===== config.mk =====
export PLATFORM = sky130hd
export DESIGN_NAME = sync_fifo_prog
export DESIGN_NICKNAME = d
export VERILOG_FILES = /design/src/rtl/sync_fifo_pkg.sv /design/src/rtl/sync_fifo_mem.sv /design/src/rtl/sync_fifo_prog.sv
export SDC_FILE = /design/constraint.sdc
export NUM_CORES = 1
export LEC_CHECK = 0
export CORE_MARGIN = 4
export CORE_UTILIZATION = 57
export CTS_CLUSTER_SIZE = 25
export DETAILED_ROUTE_END_ITERATION = 16
export PLACE_DENSITY_LB_ADDON = 0.12
export SYNTH_ARGS = -nofsm -noshare
export SYNTH_HDL_FRONTEND = slang
export SYNTH_SLANG_ARGS = --single-unit

===== constraint.sdc =====
create_clock -name clk -period 4.1 [get_ports clk]
set_input_delay 0.82 -clock clk [delete_from_list [all_inputs] [get_ports clk]]
set_output_delay 0.82 -clock clk [all_outputs]
set_load 0.005 [all_outputs]

===== src/rtl/sync_fifo_pkg.sv =====
// -----------------------------------------------------------------------------
// sync_fifo_pkg
// Shared types and constants for the single-clock programmable FIFO.
//   fifo_mode_e : read-mode selector (standard registered read or FWFT)
//   DEFAULT_*   : default geometry
//   ptr_width() : address width derived from the depth
// -----------------------------------------------------------------------------
package sync_fifo_pkg;

    typedef enum logic {
        MODE_STD  = 1'b0,
        MODE_FWFT = 1'b1
    } fifo_mode_e;

    localparam int DEFAULT_DEPTH      = 16;
    localparam int DEFAULT_DATA_WIDTH = 8;

    function automatic int ptr_width(input int depth);
        return $clog2(depth);
    endfunction

endpackage


===== src/rtl/sync_fifo_mem.sv =====
// -----------------------------------------------------------------------------
// sync_fifo_mem
// DEPTH x DATA_WIDTH storage: one synchronous write port, one combinational
// read port.
//   clk   : write clock
//   we    : write enable
//   waddr : write address
//   wdata : write data
//   raddr : read address
//   rdata : read data (combinational from raddr)
// -----------------------------------------------------------------------------
module sync_fifo_mem
    import sync_fifo_pkg::*;
#(
    parameter int DEPTH      = DEFAULT_DEPTH,
    parameter int DATA_WIDTH = DEFAULT_DATA_WIDTH,
    parameter int ADDR_WIDTH = ptr_width(DEPTH)
) (
    input  logic                  clk,
    input  logic                  we,
    input  logic [ADDR_WIDTH-1:0] waddr,
    input  logic [DATA_WIDTH-1:0] wdata,
    input  logic [ADDR_WIDTH-1:0] raddr,
    output logic [DATA_WIDTH-1:0] rdata
);

    logic [DATA_WIDTH-1:0] mem_q [DEPTH];

    // NOTE: storage has no reset; occupancy tracking guarantees stale words
    // are never presented, and an unreset array maps onto plain RAM.
    always_ff @(posedge clk) begin
        if (we) begin
            mem_q[waddr] <= wdata;
        end
    end

    assign rdata = mem_q[raddr];

endmodule


===== src/rtl/sync_fifo_prog.sv =====
// -----------------------------------------------------------------------------
// sync_fifo_prog
// Single-clock FIFO with standard or first-word-fall-through read, programmable
// almost-full / almost-empty thresholds, exact occupancy, synchronous flush and
// sticky overflow / underflow flags.
//   clk, rst       : clock, synchronous active-high reset
//   flush          : synchronous clear of contents and error flags
//   write_enable   : push request, data_in is the pushed word
//   read_enable    : pop request (acknowledge of the presented word in FWFT)
//   data_out       : read data
//   afull_thresh   : almost_full when word_count >= afull_thresh
//   aempty_thresh  : almost_empty when word_count <= aempty_thresh
//   word_count     : occupancy 0..DEPTH
//   wfull, rempty, half_full, almost_full, almost_empty : registered flags
//   overflow, underflow : sticky error flags
// -----------------------------------------------------------------------------
module sync_fifo_prog
    import sync_fifo_pkg::*;
#(
    parameter int DEPTH      = DEFAULT_DEPTH,
    parameter int DATA_WIDTH = DEFAULT_DATA_WIDTH,
    parameter int PTR_WIDTH  = ptr_width(DEPTH),
    parameter int FWFT       = 0
) (
    input  logic                  clk,
    input  logic                  rst,
    input  logic                  flush,
    input  logic                  write_enable,
    input  logic [DATA_WIDTH-1:0] data_in,
    input  logic                  read_enable,
    output logic [DATA_WIDTH-1:0] data_out,
    input  logic [PTR_WIDTH:0]    afull_thresh,
    input  logic [PTR_WIDTH:0]    aempty_thresh,
    output logic [PTR_WIDTH:0]    word_count,
    output logic                  wfull,
    output logic                  rempty,
    output logic                  half_full,
    output logic                  almost_full,
    output logic                  almost_empty,
    output logic                  overflow,
    output logic                  underflow
);

    localparam int                 CW      = PTR_WIDTH + 1;
    localparam logic [CW-1:0]      FULL_C  = CW'(DEPTH);
    localparam logic [CW-1:0]      HALF_C  = CW'(DEPTH / 2);
    localparam logic [PTR_WIDTH-1:0] PTR_ONE = PTR_WIDTH'(1);

    logic [PTR_WIDTH-1:0]  wptr_q, rptr_q;
    logic [CW-1:0]         count_q, count_d;
    logic                  wfull_q, rempty_q, half_full_q;
    logic                  almost_full_q, almost_empty_q;
    logic                  overflow_q, underflow_q;
    logic                  wr_acc, rd_acc, clear;
    logic [DATA_WIDTH-1:0] rdata;

    // Reset and flush share one clear path; both discard same-cycle requests.
    assign clear = rst | flush;

    // NOTE: every signal written here gets a value before any branch, so no
    // latch can be inferred.
    always_comb begin
        wr_acc  = write_enable & ~wfull_q;
        rd_acc  = read_enable & ~rempty_q;
        count_d = count_q + {{PTR_WIDTH{1'b0}}, wr_acc} - {{PTR_WIDTH{1'b0}}, rd_acc};
    end

    // NOTE: state registers use non-blocking assignments so every register
    // samples the pre-edge values regardless of statement order.
    always_ff @(posedge clk) begin
        if (clear) begin
            wptr_q         <= '0;
            rptr_q         <= '0;
            count_q        <= '0;
            wfull_q        <= 1'b0;
            rempty_q       <= 1'b1;
            half_full_q    <= 1'b0;
            almost_full_q  <= 1'b0;
            almost_empty_q <= 1'b1;
            overflow_q     <= 1'b0;
            underflow_q    <= 1'b0;
        end else begin
            if (wr_acc) wptr_q <= wptr_q + PTR_ONE;
            if (rd_acc) rptr_q <= rptr_q + PTR_ONE;
            count_q <= count_d;
            // Flags are derived from the next count so they move with word_count.
            wfull_q        <= (count_d == FULL_C);
            rempty_q       <= (count_d == '0);
            half_full_q    <= (count_d >= HALF_C);
            almost_full_q  <= (count_d >= afull_thresh);
            almost_empty_q <= (count_d <= aempty_thresh);
            overflow_q     <= overflow_q  | (write_enable & wfull_q);
            underflow_q    <= underflow_q | (read_enable & rempty_q);
        end
    end

    sync_fifo_mem #(
        .DEPTH      (DEPTH),
        .DATA_WIDTH (DATA_WIDTH),
        .ADDR_WIDTH (PTR_WIDTH)
    ) u_mem (
        .clk   (clk),
        .we    (wr_acc & ~clear),
        .waddr (wptr_q),
        .wdata (data_in),
        .raddr (rptr_q),
        .rdata (rdata)
    );

    generate
        if (FWFT == int'(MODE_FWFT)) begin : g_fwft
            // Head word is presented as soon as the FIFO is non-empty.
            assign data_out = rempty_q ? '0 : rdata;
        end else begin : g_std
            logic [DATA_WIDTH-1:0] data_q;
            always_ff @(posedge clk) begin
                if (clear) begin
                    data_q <= '0;
                end else if (rd_acc) begin
                    data_q <= rdata;
                end
            end
            assign data_out = data_q;
        end
    endgenerate

    assign word_count   = count_q;
    assign wfull        = wfull_q;
    assign rempty       = rempty_q;
    assign half_full    = half_full_q;
    assign almost_full  = almost_full_q;
    assign almost_empty = almost_empty_q;
    assign overflow     = overflow_q;
    assign underflow    = underflow_q;

endmodule


==> impl_metrics.ini <==
[clock_tree]
cts_tree = done
tritoncts_num_sinks = 156
cts_max_path_buffers = 2
postCtsSetupBuffers = 0
clk_pin_slew_worst_paths_ns = 0.06
cts_inserted_buffers = 17
cts_root_buf = sky130_fd_sc_hd__clkbuf_8
cts.repair.resized = 0
cts-hold-fix-buffers = 0
cts.htree.levels = 4
insertion_delay_ns = 0.53

[die]
die_area_mm2 = 0.0129
die_w_um = 114
floorplan.io_pins = 43
fp.dieH_um = 114
floorplan.rows = 38
core_mm2 = 0.0109
initial_utilization_pct = 58.4

[global_routing]
grt_start_max_net_pins = 22
grt.overflow.total = 0
antenna_found_initial = 0
grt_pass1_wl_mm = 20.2
grt_pass1_vias = 3583
track_usage_pct = 21.4

[worst_setup_path]
category_of_cells_accounting_for_the_largest_share_of_critical_path_delay = adder cells
max_stage_delay_ns = 0.47
r2r_end = almost_empty$_SDFF_PP1_
worst_ep_required_time_ns = 4.51
setup.worst_path.start_class = primary input
critical_register_to_register_path_startpoint = rempty$_SDFF_PP1_
r2r_setup_slack_ns = 0.82
critical_path_buffer_and_inverter_count = 4
timing.setup.critical_path_class = primary input to flip-flop
path_max_fanout = 3
crit_chain = clkdlybuf4s50_1 -> nor2b_1 -> inv_1 -> ha_1 -> inv_1 -> ha_1 -> fa_1 -> a21o_1 -> a21oi_1 -> xnor2_1 -> inv_1 -> ha_1 -> nand4b_1 -> a211oi_1 -> a311oi_1 -> a211o_1
setup.worst_path.end_class = flip-flop
worst_r2r_path_depth = 15
data_arrival_time_of_the_critical_path_ns = 4.16
cpMaxStageDelayCell = sky130_fd_sc_hd__clkdlybuf4s50_1

[synth]
yosys_warnings = 0
synth-seq-cells = 156
yosys.area.top_type_share_pct = 60.4
synthArstFlopShare_pct = 0
synth-edff-count = 128
yosysTopAreaCell = sky130_fd_sc_hd__edfxtp_1
synth_sequential_area_ratio_pct = 69.2
synth.top_cells.by_count = 128 x sky130_fd_sc_hd__edfxtp_1, 28 x sky130_fd_sc_hd__dfxtp_1, 27 x sky130_fd_sc_hd__nor2_1, 23 x sky130_fd_sc_hd__mux4_2
syn_inst = 365
synth.cell_area_mm2 = 0.00636
yosysMostFrequentCell = sky130_fd_sc_hd__edfxtp_1
synth_ff_type = sky130_fd_sc_hd__edfxtp_1
post_synth.cell_area_avg_um2 = 17.4
syn-num-nets = 407
yosys.cell_types.count = 46
synth_area_leaders = sky130_fd_sc_hd__edfxtp_1 60%, sky130_fd_sc_hd__dfxtp_1 8.8%, sky130_fd_sc_hd__mux4_2 8.1%

[drt]
detailed_route_wire_length_per_cell_um = 21.5
detail-route-antenna-nets = 0
detail_route.vias_per_cell = 5.84
drt_wl_total_mm = 12.7
detailedRoute.firstIterationViolations = 251
dr_total_vias = 3438
drcViolationCount = 0
detailedRoute.firstPassIterationCount = 4

[timing]
slew-limit-headroom_pct = 41.4
final_max_slew_viol_count = 0
final.min_clock_period_ns = 3.75
fin_worst_skew_ns = 0.00705
slew_of_the_pin_with_the_lowest_slew_margin_ns = 0.871
min_period_over_period_pct = 91.6
max_clock_freq_ghz = 0.266
timing_hold_violations_final = 0
setup-violations-final = 0
unrepaired_setup_endpoints_after_global_routing = no

[outcome]
status = completed

[final_layout]
postLayoutCoreUtil_pct = 69.9
fin_cells = 589
nNetsFinal = 478
drive_above_1_share_pct = 20.5
antenna_cells_inserted = 0
area.growth.synth_to_final_pct = 19.6
filler_cell_count = 724
design_area_mm2 = 0.00761

[power]
power.density_cell_area_mw_per_mm2 = 453
swShare_pct = 22.5
sequentialPowerShare_pct = 50.5
leakage_nw = 2.60
vdd_ir_drop_max_v = 0.000282
netSwitchingPower_w = 0.000776
power_frac_clock_pct = 42.1
power.internal_w = 0.00267
p_comb_share_pct = 7.5

[hold_path]
worst_hold_startpoint = overflow$_SDFF_PP0_
worstHoldEndpoint = overflow$_SDFF_PP0_
holdPathStages = 2
timing.hold.worst.class = flip-flop to flip-flop

[placed_design]
hpwl_mm = 8.29
gp_congestion = 0.795
place.port_buffers = 42
dpl.cell_count = 557
dpl_cell_area_mm2 = 0.00706

[run]
drv_cap = 0
-- metal layers --
layer  vias to the layer above  wire length, µm  GRT usage, %
met5                         -                0             0
met2                        89             6300          34.2
met3                        12              721          4.93
met1                      1749             5500          29.7
li1                       1588                -             -
met4                         0              141          6.65
-- stage by stage --
step	hold slack (ns)	setup TNS, ns	setup slack (ns)	power [W]
after global placement	0.457	-0.0390	-0.0390	0.00202
after CTS	0.484	0	0.368	0.00348
after global routing	0.505	0	0.114	0.00358
after detailed placement	0.469	-0.143	-0.143	0.00203
after floorplan	0.460	0	0.316	0.00191
final	0.476	0	0.346	0.00345
-- worst reg2reg max path: cells and delay by family (launching register included) --
family | cells | cell delay, ns
AOI/OAI and AO/OA | 5 | 0.98
and+or+nand+nor | 2 | 0.27
DFF | 1 | 0.34
xor gates and xnor gates | 1 | 0.16
buffers and inverters | 3 | 0.21
adders and majority gates | 4 | 1.20
-- how the worst max path moves through the flow --
stage,from,end,depth (start not counted)
3_3_place_gp,write_enable,almost_empty$_SDFF_PP1_,16
6_report,write_enable,almost_empty$_SDFF_PP1_,16
3_5_place_dp,write_enable,almost_empty$_SDFF_PP1_,16
4_1_cts,write_enable,almost_empty$_SDFF_PP1_,16
2_1_floorplan,write_enable,almost_empty$_SDFF_PP1_,15
5_1_grt,write_enable,almost_empty$_SDFF_PP1_,16
-- layout make-up --
class                           instances  area [µm²]  area share (%)
Clock buffer                           17         414            5.44
Sequential cell                       156        4410            57.9
Inverter                               19        71.3           0.937
Timing Repair Buffer                   66         601            7.89
Clock inverter                         15         139            1.82
Tap cell                              140         175            2.30
Multi-Input combinational cell        176        1810            23.7
-- sequential cells by signal, indices dropped and copies added (netlist names) --
register	count
almost_empty	1
almost_full	1
data_out	8
half_full	1
overflow	1
rempty	1
rptr_q	4
u_mem.mem_q	128
underflow	1
wfull	1
word_count	5
wptr_q	4
-- cells in the final DEF, fill, tap and decap left out, types with 6 or more instances in the layout --
cell and count:
sky130_fd_sc_hd__inv_1 18, sky130_fd_sc_hd__clkdlybuf4s50_1 42, sky130_fd_sc_hd__nor2_1 27, sky130_fd_sc_hd__dfxtp_1 27, sky130_fd_sc_hd__ha_1 18, sky130_fd_sc_hd__nand2_1 16, sky130_fd_sc_hd__clkbuf_16 16, sky130_fd_sc_hd__mux4_2 23
sky130_fd_sc_hd__buf_4 24, sky130_fd_sc_hd__mux2_2 7, sky130_fd_sc_hd__mux4_1 8, sky130_fd_sc_hd__a221o_1 8, sky130_fd_sc_hd__xor2_1 6, sky130_fd_sc_hd__a22o_1 7, sky130_fd_sc_hd__edfxtp_1 128, sky130_fd_sc_hd__a21oi_1 7
-- power groups by stage --
stage / clock network [W] / logic [W] / registers, W
after floorplan: 0 / 0.000131 / 0.00177
after global placement: 0 / 0.000247 / 0.00177
after detailed placement: 0 / 0.000256 / 0.00178
after CTS: 0.00148 / 0.000259 / 0.00174
after global routing: 0.00156 / 0.000286 / 0.00174
final: 0.00145 / 0.000257 / 0.00174
-- logic make-up (layout without fill, tap and decap cells) --
family	count (synthesis)	after routing	share of synthesized area, %
adder cells (fa/ha/maj)	19	19	3.85
AO/OA/AOI/OAI	37	37	4.56
flip-flops	156	156	69.2
AND/OR/NAND/NOR	71	71	5.52
buffers and inverters	33	117	2.40
XOR/XNOR	10	10	1.61
multiplexers	39	39	12.8
Note: power is estimated with default switching activity, not from simulation.
